<file path="src/rtl/alu_issue_if.sv">
// alu_issue_if
//   Bundles the decode/issue stage's two handshakes into one interface.
//   Upstream side : in_valid/in_ready with instr, rs_val, rt_val.
//   Downstream side: out_valid/out_ready with alu_opcode, op1, op2,
//                    dest_reg, writes_reg, illegal.
//   slave  modport : seen by alu_issue_stage.
//   master modport : seen by whatever drives the stage and consumes its output.
interface alu_issue_if;
    logic        in_valid;
    logic        in_ready;
    logic [31:0] instr;
    logic [31:0] rs_val;
    logic [31:0] rt_val;
    logic        out_valid;
    logic        out_ready;
    logic [5:0]  alu_opcode;
    logic [31:0] op1;
    logic [31:0] op2;
    logic [4:0]  dest_reg;
    logic        writes_reg;
    logic        illegal;

    modport slave (
        input  in_valid, instr, rs_val, rt_val, out_ready,
        output in_ready, out_valid, alu_opcode, op1, op2, dest_reg, writes_reg, illegal
    );

    modport master (
        output in_valid, instr, rs_val, rt_val, out_ready,
        input  in_ready, out_valid, alu_opcode, op1, op2, dest_reg, writes_reg, illegal
    );
endinterface

</file>
<file path="src/rtl/alu_issue_stage.sv">
// alu_issue_stage
//   Decodes a MIPS instruction word plus its register-read values into the
//   ALU triple (alu_opcode, op1, op2) with destination info, behind a
//   registered valid/ready stage with a one-entry skid buffer.
// Ports
//   clk    : clock, all state on rising edge
//   reset  : synchronous active-high reset (wins over flush)
//   flush  : synchronous flush, drops output and skid entries and any
//            same-cycle input
//   bus    : alu_issue_if.slave, upstream and downstream handshakes
// in_ready is a pure register (true when the skid is empty next cycle), so
// there is no combinational path from in_valid/out_ready to in_ready.
module alu_issue_stage #(
    parameter logic [5:0] ILLEGAL_OP = 6'h3F
) (
    input  logic        clk,
    input  logic        reset,
    input  logic        flush,
    alu_issue_if.slave  bus
);

    typedef struct packed {
        logic [5:0]  alu_opcode;
        logic [31:0] op1;
        logic [31:0] op2;
        logic [4:0]  dest_reg;
        logic        writes_reg;
        logic        illegal;
    } bundle_t;

    bundle_t dec;
    bundle_t out_reg, out_next;
    bundle_t skid_reg, skid_next;
    logic    out_valid_reg, out_valid_next;
    logic    skid_valid_reg, skid_valid_next;
    logic    in_ready_reg;

    logic [5:0]  opcode;
    logic [5:0]  funct;
    logic [15:0] imm16;
    logic        unused_fields;

    assign opcode = bus.instr[31:26];
    assign funct  = bus.instr[5:0];
    assign imm16  = bus.instr[15:0];
    // rs/rt index fields are consumed upstream by the register file.
    assign unused_fields = ^bus.instr[25:16];

    // ---------------- decode ----------------
    always_comb begin
        dec = '0;
        dec.alu_opcode = ILLEGAL_OP;
        dec.illegal    = 1'b1;
        if (opcode == 6'h00) begin
            case (funct)
                6'h00, 6'h02, 6'h03: begin
                    dec.alu_opcode = funct;
                    dec.op1        = {27'b0, bus.instr[10:6]};
                    dec.op2        = bus.rt_val;
                    dec.dest_reg   = bus.instr[15:11];
                    dec.illegal    = 1'b0;
                end
                6'h04, 6'h06, 6'h07: begin
                    dec.alu_opcode = funct;
                    dec.op1        = {27'b0, bus.rs_val[4:0]};
                    dec.op2        = bus.rt_val;
                    dec.dest_reg   = bus.instr[15:11];
                    dec.illegal    = 1'b0;
                end
                6'h20, 6'h21, 6'h22, 6'h23, 6'h24, 6'h25, 6'h26, 6'h27,
                6'h2A, 6'h2B: begin
                    dec.alu_opcode = funct;
                    dec.op1        = bus.rs_val;
                    dec.op2        = bus.rt_val;
                    dec.dest_reg   = bus.instr[15:11];
                    dec.illegal    = 1'b0;
                end
                default: ;
            endcase
        end else begin
            case (opcode)
                6'h08, 6'h09, 6'h0A, 6'h0B: begin
                    dec.alu_opcode = opcode;
                    dec.op1        = bus.rs_val;
                    dec.op2        = {{16{imm16[15]}}, imm16};
                    dec.dest_reg   = bus.instr[20:16];
                    dec.illegal    = 1'b0;
                end
                6'h0C, 6'h0D, 6'h0E: begin
                    dec.alu_opcode = opcode;
                    dec.op1        = bus.rs_val;
                    dec.op2        = {16'b0, imm16};
                    dec.dest_reg   = bus.instr[20:16];
                    dec.illegal    = 1'b0;
                end
                6'h0F: begin
                    // lui: the ALU shifts op2 into the upper half itself.
                    dec.alu_opcode = opcode;
                    dec.op1        = 32'b0;
                    dec.op2        = {16'b0, imm16};
                    dec.dest_reg   = bus.instr[20:16];
                    dec.illegal    = 1'b0;
                end
                default: ;
            endcase
        end
        dec.writes_reg = !dec.illegal && (dec.dest_reg != 5'd0);
    end

    // ---------------- handshake / skid ----------------
    logic accept;
    logic drain;

    assign accept = bus.in_valid && in_ready_reg;
    assign drain  = out_valid_reg && bus.out_ready;

    always_comb begin
        out_next        = out_reg;
        out_valid_next  = out_valid_reg;
        skid_next       = skid_reg;
        skid_valid_next = skid_valid_reg;
        if (!out_valid_reg || drain) begin
            // Output slot frees up: the older skid entry goes first. While the
            // skid is full in_ready is low, so accept cannot also be set here.
            if (skid_valid_reg) begin
                out_next        = skid_reg;
                out_valid_next  = 1'b1;
                skid_valid_next = 1'b0;
            end else if (accept) begin
                out_next       = dec;
                out_valid_next = 1'b1;
            end else begin
                out_valid_next = 1'b0;
            end
        end else if (accept) begin
            skid_next       = dec;
            skid_valid_next = 1'b1;
        end
    end

    always_ff @(posedge clk) begin
        if (reset || flush) begin
            out_reg        <= '0;
            out_valid_reg  <= 1'b0;
            skid_reg       <= '0;
            skid_valid_reg <= 1'b0;
            in_ready_reg   <= 1'b1;
        end else begin
            out_reg        <= out_next;
            out_valid_reg  <= out_valid_next;
            skid_reg       <= skid_next;
            skid_valid_reg <= skid_valid_next;
            in_ready_reg   <= !skid_valid_next;
        end
    end

    assign bus.in_ready   = in_ready_reg;
    assign bus.out_valid  = out_valid_reg;
    assign bus.alu_opcode = out_reg.alu_opcode;
    assign bus.op1        = out_reg.op1;
    assign bus.op2        = out_reg.op2;
    assign bus.dest_reg   = out_reg.dest_reg;
    assign bus.writes_reg = out_reg.writes_reg;
    assign bus.illegal    = out_reg.illegal;

endmodule

</file>
<file path="src/flat_wrapper.sv">
// flat-port wrapper written by rule: the top's interface ports become plain ports
module alu_issue_stage_flat 
#(
    parameter logic [5:0] ILLEGAL_OP = 6'h3F
)
  (clk, reset, flush, bus_in_valid, bus_instr, bus_rs_val, bus_rt_val, bus_out_ready, bus_in_ready, bus_out_valid, bus_alu_opcode, bus_op1, bus_op2, bus_dest_reg, bus_writes_reg, bus_illegal);
  alu_issue_if bus_i ();
  input  logic clk;
  input  logic reset;
  input  logic flush;
  input wire logic [$bits(bus_i.in_valid)-1:0] bus_in_valid;
  input wire logic [$bits(bus_i.instr)-1:0] bus_instr;
  input wire logic [$bits(bus_i.rs_val)-1:0] bus_rs_val;
  input wire logic [$bits(bus_i.rt_val)-1:0] bus_rt_val;
  input wire logic [$bits(bus_i.out_ready)-1:0] bus_out_ready;
  output wire logic [$bits(bus_i.in_ready)-1:0] bus_in_ready;
  output wire logic [$bits(bus_i.out_valid)-1:0] bus_out_valid;
  output wire logic [$bits(bus_i.alu_opcode)-1:0] bus_alu_opcode;
  output wire logic [$bits(bus_i.op1)-1:0] bus_op1;
  output wire logic [$bits(bus_i.op2)-1:0] bus_op2;
  output wire logic [$bits(bus_i.dest_reg)-1:0] bus_dest_reg;
  output wire logic [$bits(bus_i.writes_reg)-1:0] bus_writes_reg;
  output wire logic [$bits(bus_i.illegal)-1:0] bus_illegal;
  assign bus_i.in_valid = bus_in_valid;
  assign bus_i.instr = bus_instr;
  assign bus_i.rs_val = bus_rs_val;
  assign bus_i.rt_val = bus_rt_val;
  assign bus_i.out_ready = bus_out_ready;
  assign bus_in_ready = bus_i.in_ready;
  assign bus_out_valid = bus_i.out_valid;
  assign bus_alu_opcode = bus_i.alu_opcode;
  assign bus_op1 = bus_i.op1;
  assign bus_op2 = bus_i.op2;
  assign bus_dest_reg = bus_i.dest_reg;
  assign bus_writes_reg = bus_i.writes_reg;
  assign bus_illegal = bus_i.illegal;
  alu_issue_stage #(.ILLEGAL_OP(ILLEGAL_OP)) u_core (.clk(clk), .reset(reset), .flush(flush), .bus(bus_i));
endmodule
</file>
<file path="config.mk">
export PLATFORM = sky130hd
export DESIGN_NAME = alu_issue_stage_flat
export DESIGN_NICKNAME = d
export VERILOG_FILES = /design/src/rtl/alu_issue_if.sv /design/src/rtl/alu_issue_stage.sv /design/src/flat_wrapper.sv
export SDC_FILE = /design/constraint.sdc
export NUM_CORES = 1
export LEC_CHECK = 0
export CAP_MARGIN = 20
export CORE_MARGIN = 3
export CORE_UTILIZATION = 48
export CTS_CLUSTER_DIAMETER = 80
export DETAILED_ROUTE_END_ITERATION = 8
export GPL_ROUTABILITY_DRIVEN = 0
export PLACE_DENSITY = 0.91
export SLEW_MARGIN = 20
export SYNTH_ARGS = -nofsm -noshare
export SYNTH_HDL_FRONTEND = slang
export SYNTH_SLANG_ARGS = --single-unit
export TNS_END_PERCENT = 50
</file>
<file path="constraint.sdc">
create_clock -name clk -period 2.45 [get_ports clk]
set_clock_uncertainty 0.2 [all_clocks]
set_input_delay 0.3675 -clock clk [delete_from_list [all_inputs] [get_ports clk]]
set_output_delay 0.3675 -clock clk [all_outputs]
set_load 0.01 [all_outputs]
</file>
==> flow_summary.toml <==
[clocking]
cts_hold_buf = 0
cts-htree-levels = 4
cts_setup_buffers = 0
clk_pin_slew_worst_paths_ns = 0.06
cts.path.max_buffers = 2
cts.sinks = 157
clockRootBuffer = "clkbuf_16"
cts_tree = "done"
insertion_delay_ns = 0.43
cts_buffers = 17

[critical_path]
timing.rr.start = "u_core.skid_valid_reg"
crit_type = "in -> reg"
critPathRequiredTime_ns = 2.55
regToRegEndpoint = "u_core.bus.op2[0]"
reg2reg_depth = 4
slowest_delay_ns = 0.61
critPathCapture = "u_core.bus.op2[0]"
cp-start-kind = "primary input"
path_max_fanout = 16
r2r_setup_slack_ns = 0.45
slowest_stage = "or4_4"
critPathArrivalTime_ns = 2.52
critPathCaptureType = "register"
startpoint = "bus_instr[31]"
crit_chain = "clkdlybuf4s50_1 > or4_4 > nor2_2 > o21a_2 > buf_12 > a221oi_1 > o41ai_1"

[cells_and_area]
fillCellCount = 1024
nets = 1068
area_delta_synth_final_pct = 41.3
largest_register_ffs = 77
area.sequential_um2 = 3150
final_area_um2 = 9760
multi_input_area_um2 = 3420
drive_gt1_frac = 0.105

[power_and_ir_drop]
peakVddDrop_uv = 500
p_leak_nw = 3.37
power-per-cell-area_nw_per_um2 = 602

[synth]
synthCells = 807
ys.flop_type = "dfxtp_1"
synth_top_cell_by_area = "dfxtp_1"
postSynthNetCount = 908
synth_commonest_cells = "157 x dfxtp_1, 109 x a21oi_1, 83 x o21ai_0"
async_reset_ff_frac = 0
synthTopCellsByArea = "dfxtp_1 45%, a21oi_1 7.9%, o21ai_0 6.0%"
ys_seq_area_frac = 0.455
synth.top_cell.area_share = 0.455
synth_area_per_cell_um2 = 8.56
yosysUniqueCellTypes = 46
synth.most_common_cell = "dfxtp_1"
ys_ff_latch = 157
synth.yosys.warnings = 0
syn-cell-area_um2 = 6910
synth_enable_flop_cells = 0

[placement]
port_buffers = 174
placed_area_um2 = 9170
hpwlAfterDp_mm = 14.0

[global_routing]
grt_pass1_vias = 6971
antenna_found_initial = 1
grt_pass1_wl_mm = 35.9
grt_max_degree = 88
grt-ovfl-total = 0
grt_util_all_layers = 0.275

[detailed_routing]
post-route-drc-count = 0
wl_met1_mm = 8.95
drtIter0Drc = 864
wl_per_cell_um = 19.2
routed_wl_mm = 22.3
detail-route-antenna-nets = 0
firstDrtPassIters = 5
routed_via_density = 6.37
vias = 7385
dr_wl_met2_mm = 10.6
highest_layer = "met4"
detailroute.wirelength.met3_mm = 1.86

[floorplanning]
row_count = 43
ios = 180
core_area_um2 = 14000
die_area_um2 = 15900
die_y_um = 126
initial_core_util = 0.494
die_w_um = 126

[timing]
relSlewSlack = 0.565
drv_slew = 0
tightest_slew_ns = 0.636
period_needed_ns = 2.42
setup_violations = 0
fin_tns_setup_ns = 0
finalCritPeriodShare = 0.989
rsz0062_at_grt = "false"
fmax_ghz = 0.413
hold_violations = 0

[run_status]
status = "finished clean"

[run]
drv_cap = 0

[min_path]
hold_class = "reg -> reg"
-- worst min path at each step --
stage | endpoint | startpoint | cells after the start
2_1_floorplan | u_core.skid_reg[44] | u_core.skid_reg[44] | 2
3_3_place_gp | u_core.skid_reg[52] | u_core.skid_reg[52] | 2
3_5_place_dp | u_core.skid_reg[57] | u_core.skid_reg[57] | 2
4_1_cts | u_core.skid_reg[57] | u_core.skid_reg[57] | 2
5_1_grt | u_core.skid_reg[53] | u_core.skid_reg[53] | 2
6_report | u_core.skid_reg[53] | u_core.skid_reg[53] | 2
-- layout by cell type (no fill, tap or decap), drive strengths merged, types with 3 or more instances in the layout --
| cell | count |
|---|---|
| a211oi | 3 |
| a21oi | 109 |
| a221oi | 45 |
| a22o | 8 |
| a32o | 7 |
| a32oi | 27 |
| and3 | 3 |
| buf | 56 |
| clkbuf | 19 |
| clkdlybuf4s50 | 174 |
| clkinv | 8 |
| dfxtp | 157 |
| inv | 6 |
| nand2 | 52 |
| nand2b | 7 |
| nand3 | 27 |
| nand3b | 18 |
| nand4 | 27 |
| nor2 | 35 |
| nor2b | 29 |
| nor3 | 5 |
| o211ai | 25 |
| o21ai | 83 |
| o41ai | 20 |
| or4 | 3 |
-- routing by layer --
metal / global-route usage / vias up
li1: - / 3404
met2: 0.434 / 411
met3: 0.0717 / 82
met4: 0.129 / 0
met1: 0.351 / 3488
met5: 0 / -
-- area by class of cell --
type	instances	area share
clock inverters	12	0.0124
diodes	1	0.000256
inverters	5	0.00192
clock buffers	19	0.0454
multi-input cells	556	0.351
flip-flops and latches	157	0.322
repair buffers	230	0.244
well taps	180	0.0231
-- through the flow --
| stage | setup WS (ns) | util | instances | hold slack [ns] | total power, mW |
|---|---|---|---|---|---|
| CTS | 0.0189 | 0.696 | 1159 | 0.251 | 5.88 |
| global placement | -0.227 | 0.656 | 1128 | 0.238 | 3.34 |
| floorplan | 0.173 | - | 807 | 0.232 | 2.93 |
| finish | 0.0268 | 0.698 | 1160 | 0.249 | 5.87 |
| global route | 0.0153 | 0.698 | 1160 | 0.264 | 6.06 |
| detailed placement | -0.300 | 0.656 | 1128 | 0.243 | 3.35 |
-- power breakdown --
group | switching (mW) | total, mW | internal, mW
combinational | 0.342 | 0.687 | 0.345
clock | 1.05 | 2.56 | 1.51
sequential | 0.0260 | 2.63 | 2.60
total | 1.42 | 5.87 | 4.45
-- timing repair --
item | 4_1_cts | 5_1_grt
gates resized for setup | 0 | 4
hold endpoints to repair | 0 | 0
setup endpoints to repair | 0 | 40
-- worst max-delay path, delay by kind of cell --
kind	cells	cell delay, ns
simple gates	2	0.79
compound gates	3	0.72
buf+inv	2	0.65
-- cells by family (layout without fill, tap and decap cells) --
logic type / count (synthesis) / after routing / synth area share
flops: 157 / 157 / 0.455
simple gates: 215 / 215 / 0.165
other cells: 0 / 1 / 0
compound gates: 341 / 341 / 0.323
buf+inv: 94 / 266 / 0.0576
No activity file was read; power rests on OpenSTA's default activity.
